**src/rtl/pdm_ramp_pkg.sv**
```systemverilog
// Shared types and default widths for the PDM setpoint ramp generator.
//   ST_IDLE     : no ramp in progress, output holds
//   ST_LOAD     : one-cycle check of a freshly latched target
//   ST_RAMP     : output slewing toward the latched target once per tick
package pdm_ramp_pkg;

  localparam int unsigned NBITS_DEF   = 11;
  localparam int unsigned PS_BITS_DEF = 16;

  typedef enum logic [1:0] {
    ST_IDLE = 2'd0,
    ST_LOAD = 2'd1,
    ST_RAMP = 2'd2
  } state_t;

endpackage

```
**src/rtl/pdm_ramp_tick.sv**
```systemverilog
// Prescale tick generator: while en is high, pulses tick once every period+1 clocks.
//   clk    : rising-edge clock
//   rst    : synchronous active-high reset
//   clr    : restarts the count from zero (takes priority over en)
//   en     : counting enable
//   period : tick period minus one, in clk cycles
//   tick   : high in the cycle where the count has reached period
module pdm_ramp_tick
  import pdm_ramp_pkg::*;
#(
  parameter int unsigned PS_BITS = PS_BITS_DEF
) (
  input  logic               clk,
  input  logic               rst,
  input  logic               clr,
  input  logic               en,
  input  logic [PS_BITS-1:0] period,
  output logic               tick
);

  logic [PS_BITS-1:0] count;

  assign tick = en && (count == period);

  // Free-running prescale counter, wraps to zero on each tick
  always_ff @(posedge clk) begin
    if (rst || clr) begin
      count <= '0;
    end else if (en) begin
      count <= tick ? '0 : count + PS_BITS'(1);
    end
  end

endmodule

```
**src/rtl/pdm_ramp.sv**
```systemverilog
// Slew-rate-limited setpoint generator feeding the din input of a PDM modulator.
// A new target is accepted over a valid/ready handshake; the output then moves
// toward it by at most step per tick, with one tick every prescale+1 clocks.
//   clk          : rising-edge clock
//   rst          : synchronous active-high reset
//   target       : requested level (unsigned)
//   step         : max change per tick (0 behaves as 1)
//   prescale     : tick period minus one, in clk cycles
//   target_valid : target/step/prescale valid this cycle
//   target_ready : a new target can be accepted this cycle
//   dout         : current level, to the modulator's din
//   busy         : high while a target is being loaded or ramped to
//   done         : one-cycle pulse when dout reaches the latched target
module pdm_ramp
  import pdm_ramp_pkg::*;
#(
  parameter int unsigned NBITS   = NBITS_DEF,
  parameter int unsigned PS_BITS = PS_BITS_DEF
) (
  input  logic               clk,
  input  logic               rst,
  input  logic [NBITS-1:0]   target,
  input  logic [NBITS-1:0]   step,
  input  logic [PS_BITS-1:0] prescale,
  input  logic               target_valid,
  output logic               target_ready,
  output logic [NBITS-1:0]   dout,
  output logic               busy,
  output logic               done
);

  state_t             state;
  logic [NBITS-1:0]   target_reg;
  logic [NBITS-1:0]   step_reg;
  logic [PS_BITS-1:0] ps_reg;

  logic               xfer_c;
  logic               tick_c;
  logic               ramp_en_c;
  logic               up_c;
  logic               close_c;
  logic [NBITS:0]     diff_c;

  // Ready is forced low during reset so no transfer can be lost to it
  assign target_ready = !rst && ((state == ST_IDLE) || (state == ST_RAMP));
  assign xfer_c       = target_valid && target_ready;
  assign ramp_en_c    = (state == ST_RAMP);

  pdm_ramp_tick #(
    .PS_BITS (PS_BITS)
  ) u_tick (
    .clk    (clk),
    .rst    (rst),
    .clr    (xfer_c),
    .en     (ramp_en_c),
    .period (ps_reg),
    .tick   (tick_c)
  );

  // Distance to target in one extra bit; within one step means land exactly
  always_comb begin
    up_c    = 1'b0;
    diff_c  = '0;
    close_c = 1'b0;
    up_c    = (target_reg > dout);
    if (up_c) begin
      diff_c = {1'b0, target_reg} - {1'b0, dout};
    end else begin
      diff_c = {1'b0, dout} - {1'b0, target_reg};
    end
    close_c = (diff_c <= {1'b0, step_reg});
  end

  // Control FSM with latched command and registered outputs
  always_ff @(posedge clk) begin
    if (rst) begin
      state      <= ST_IDLE;
      dout       <= '0;
      busy       <= 1'b0;
      done       <= 1'b0;
      target_reg <= '0;
      step_reg   <= NBITS'(1);
      ps_reg     <= '0;
    end else begin
      done <= 1'b0;
      if (xfer_c) begin
        // A new command always wins over a coincident tick; dout holds
        target_reg <= target;
        step_reg   <= (step == '0) ? NBITS'(1) : step;
        ps_reg     <= prescale;
        state      <= ST_LOAD;
        busy       <= 1'b1;
      end else begin
        case (state)
          ST_IDLE: begin
            busy <= 1'b0;
          end
          ST_LOAD: begin
            if (target_reg == dout) begin
              done  <= 1'b1;
              busy  <= 1'b0;
              state <= ST_IDLE;
            end else begin
              state <= ST_RAMP;
            end
          end
          ST_RAMP: begin
            if (tick_c) begin
              if (close_c) begin
                dout  <= target_reg;
                done  <= 1'b1;
                busy  <= 1'b0;
                state <= ST_IDLE;
              end else if (up_c) begin
                dout <= dout + step_reg;
              end else begin
                dout <= dout - step_reg;
              end
            end
          end
          default: begin
            busy  <= 1'b0;
            state <= ST_IDLE;
          end
        endcase
      end
    end
  end

endmodule

```
**config.mk**
```make
export PLATFORM = sky130hd
export DESIGN_NAME = pdm_ramp
export DESIGN_NICKNAME = d
export VERILOG_FILES = /design/src/rtl/pdm_ramp_pkg.sv /design/src/rtl/pdm_ramp_tick.sv /design/src/rtl/pdm_ramp.sv
export SDC_FILE = /design/constraint.sdc
export NUM_CORES = 1
export LEC_CHECK = 0
export CAP_MARGIN = 0
export CELL_PAD_IN_SITES_DETAIL_PLACEMENT = 0
export CELL_PAD_IN_SITES_GLOBAL_PLACEMENT = 1
export CORE_UTILIZATION = 45
export CTS_BUF_LIST = sky130_fd_sc_hd__clkbuf_4
export DETAILED_ROUTE_END_ITERATION = 8
export PLACE_DENSITY_LB_ADDON = 0.1
export SETUP_SLACK_MARGIN = 0.5
export SYNTH_ARGS = -nofsm -noshare
export SYNTH_HDL_FRONTEND = slang
export SYNTH_SLANG_ARGS = --single-unit
```
**constraint.sdc**
```tcl
create_clock -name clk -period 8.7 [get_ports clk]
set_clock_uncertainty 0.2 [all_clocks]
set_input_delay 1.74 -clock clk [delete_from_list [all_inputs] [get_ports clk]]
set_output_delay 1.74 -clock clk [all_outputs]
set_load 0.05 [all_outputs]
```
==> impl_metrics.json <==
{
  "hold_viol": 0,
  "ant_nets": 0,
  "grt_usage": 0.246,
  "overflow": 0,
  "synth_seq_cells": 69,
  "seq_area_frac_synth": 0.274,
  "cts_resized": 0,
  "critPathLaunch": "rst",
  "dp_hpwl_um": 10200,
  "syn_inst": 627,
  "reg2reg_slack_ns": 3.01,
  "vias": 4526,
  "setup-tns-final_ns": 0,
  "clkLatencyLatePin_ns": 0.43,
  "yosysUniqueCellTypes": 67,
  "clockPowerShare": 0.205,
  "power_switching_w": 0.000417,
  "grt_pass1_wl_um": 21800,
  "crit_fanout": 47,
  "cts.clk_slew.worst_paths_ns": 0.10,
  "relSlewSlack": 0.281,
  "syn_area_sq_mm": 0.00504,
  "status": "finished clean",
  "hold_class": "register to register",
  "row_count": 38,
  "fmax_mhz": 171,
  "cts_tree": "yes",
  "netlist_top_cells_area": "dfxtp_1 27%, ha_1 12%, nand2_1 6.0%",
  "critical_path.reg2reg.startpoint": "dout[7]$_SDFFE_PP0P_",
  "post-route-min-period_ns": 5.85,
  "ir_drop_mv": 0.0894,
  "die_w_um": 108,
  "synth_commonest_cells": "80 x nand2_1, 69 x dfxtp_1, 48 x ha_1",
  "drc": 0,
  "reg2reg_depth": 17,
  "r2r-end": "state[1]$_SDFFE_PP0P_",
  "avgViaCountPerCell": 5.61,
  "rsz0062_at_grt": "false",
  "p_seq_frac": 0.336,
  "required_ns": 6.76,
  "yosysTopAreaCell": "dfxtp_1",
  "syn_nets": 719,
  "worst_hold_slack_ns": 0.291,
  "dp.cells": 791,
  "stdcell_count": 807,
  "die-area_sq_mm": 0.0116,
  "grt_max_degree": 56,
  "port_buffers": 54,
  "place_area_sq_mm": 0.00562,
  "numCtsBuffers": 9,
  "p_leak_nw": 2.35,
  "nets": 754,
  "final_cell_area_sq_mm": 0.00575,
  "tightest_slew_ns": 1.08,
  "antenna_found_initial": 0,
  "utilization": 0.528,
  "synth_ff_type": "dfxtp_1",
  "htreeDepth": 3,
  "dieHeight_um": 108,
  "drt_iter0_drc": 230,
  "synth_top_area_share": 0.274,
  "totalWireLength_um": 13500,
  "clk_path_buf_depth": 2,
  "period_share": 0.673,
  "wl_per_cell_um": 16.8,
  "synthArstFlopShare": 0,
  "power.internal_w": 0.000612,
  "crit_path_end_kind": "output pin",
  "pwr-share-comb": 0.460,
  "antenna_cells": 0,
  "fp.coreArea_sq_mm": 0.0109,
  "drv_slew": 0,
  "finalSetupViolCount": 0,
  "p_per_area_mw_per_mm2": 179,
  "clkSinkCount": 69,
  "yosys_warnings": 0,
  "postCtsSetupBuffers": 0,
  "setup.worst_path.start_class": "input pin",
  "endpoint": "target_ready",
  "hold_buffers": 0,
  "layout-drive-gt1-share": 0.0555,
  "synth_most_common_cell": "nand2_1",
  "crit_arrival_ns": 3.91,
  "hold_path_depth": 2,
  "critPathKind": "input pin to output pin",
  "firstDrtPassIters": 5,
  "p_sw_frac": 0.405,
  "first_global_vias": 4345,
  "gp_congestion": 0.857,
  "drv_cap": 0,
  "pin_count": 55,
  "synth_edf_count": 0,
  "initial_core_util": 0.463,
  "nFillCells": 1101,
  "postSynthAreaPerCell_sq_um": 8.04,
  "syn_to_final_growth_pct": 14.0,
  "cts_root_buffer": "clkbuf_4"
}
cells in the final DEF, fill, tap and decap left out, types with 11 or more instances in the layout:
master and count:
nand2_1 80, dfxtp_1 69, clkdlybuf4s50_1 54, ha_1 48, inv_1 45, nor2_1 39
xor2_1 33, o21ai_0 31, a21oi_1 25, xnor2_1 23, o31ai_1 21, nand3_1 19
nand3b_1 18, nand4_1 15, a31oi_1 12, clkbuf_4 11
per-stage QoR:
step	total power, W	setup slack [ns]
after floorplan	0.000705	3.93
after global placement	0.000814	2.90
after detailed placement	0.000820	2.85
after CTS	0.00103	2.84
after global routing	0.00111	2.59
final	0.00103	2.85
power by group through the flow:
| stage | Clock [W] | Combinational [W] | Sequential (W) |
|---|---|---|---|
| after detailed placement | 0 | 0.000467 | 0.000353 |
| after floorplan | 0 | 0.000355 | 0.000350 |
| after global placement | 0 | 0.000461 | 0.000353 |
| after CTS | 0.000216 | 0.000471 | 0.000346 |
| after global routing | 0.000230 | 0.000529 | 0.000348 |
| final | 0.000210 | 0.000473 | 0.000345 |
critical path, cell delays in order:
cell and delay, ns:
clkdlybuf4s50_1 0.46, buf_4 0.44, inv_1 0.31, and2_1 0.25, clkdlybuf4s50_1 0.71
layer usage:
layer | vias to the layer above | part of all wire | GRT usage | wire [um]
met5 | - | 0 | 0 | 0
met4 | 0 | 0.011 | 0.0665 | 155
met3 | 12 | 0.048 | 0.0636 | 643
met2 | 100 | 0.44 | 0.380 | 5930
met1 | 2139 | 0.50 | 0.337 | 6800
li1 | 2275 | - | - | -
final cells by class:
| class | count | area, sq um | share of cell area |
|---|---|---|---|
| sequential | 69 | 1380 | 0.240 |
| timing repair buffer | 56 | 556 | 0.0966 |
| multi-input combinational | 481 | 3330 | 0.580 |
| clock buffer | 11 | 82.6 | 0.0144 |
| inverter | 45 | 169 | 0.0294 |
| tap | 140 | 175 | 0.0305 |
| clock inverter | 5 | 51.3 | 0.00892 |
how the worst min path moves through the flow:
stage,from,to,slack [ns]
after global placement,state[1]$_SDFFE_PP0P_,state[1]$_SDFFE_PP0P_,0.27
final,ps_reg[2]$_SDFFE_PP0P_,ps_reg[2]$_SDFFE_PP0P_,0.29
after CTS,state[1]$_SDFFE_PP0P_,state[1]$_SDFFE_PP0P_,0.29
after detailed placement,state[1]$_SDFFE_PP0P_,state[1]$_SDFFE_PP0P_,0.28
after global routing,ps_reg[2]$_SDFFE_PP0P_,ps_reg[2]$_SDFFE_PP0P_,0.31
after floorplan,state[1]$_SDFFE_PP0P_,state[1]$_SDFFE_PP0P_,0.25
cells by family after synthesis:
logic type               Yosys count  share of synthesized area
AO/OA/AOI/OAI                    138                      0.186
XOR/XNOR                          56                     0.0972
adder cells (fa/ha/maj)           51                      0.131
buffers and inverters             77                     0.0652
flip-flops                        69                      0.274
multiplexers                       6                     0.0134
AND/OR/NAND/NOR                  230                      0.233
Note: power is estimated with default switching activity, not from simulation.
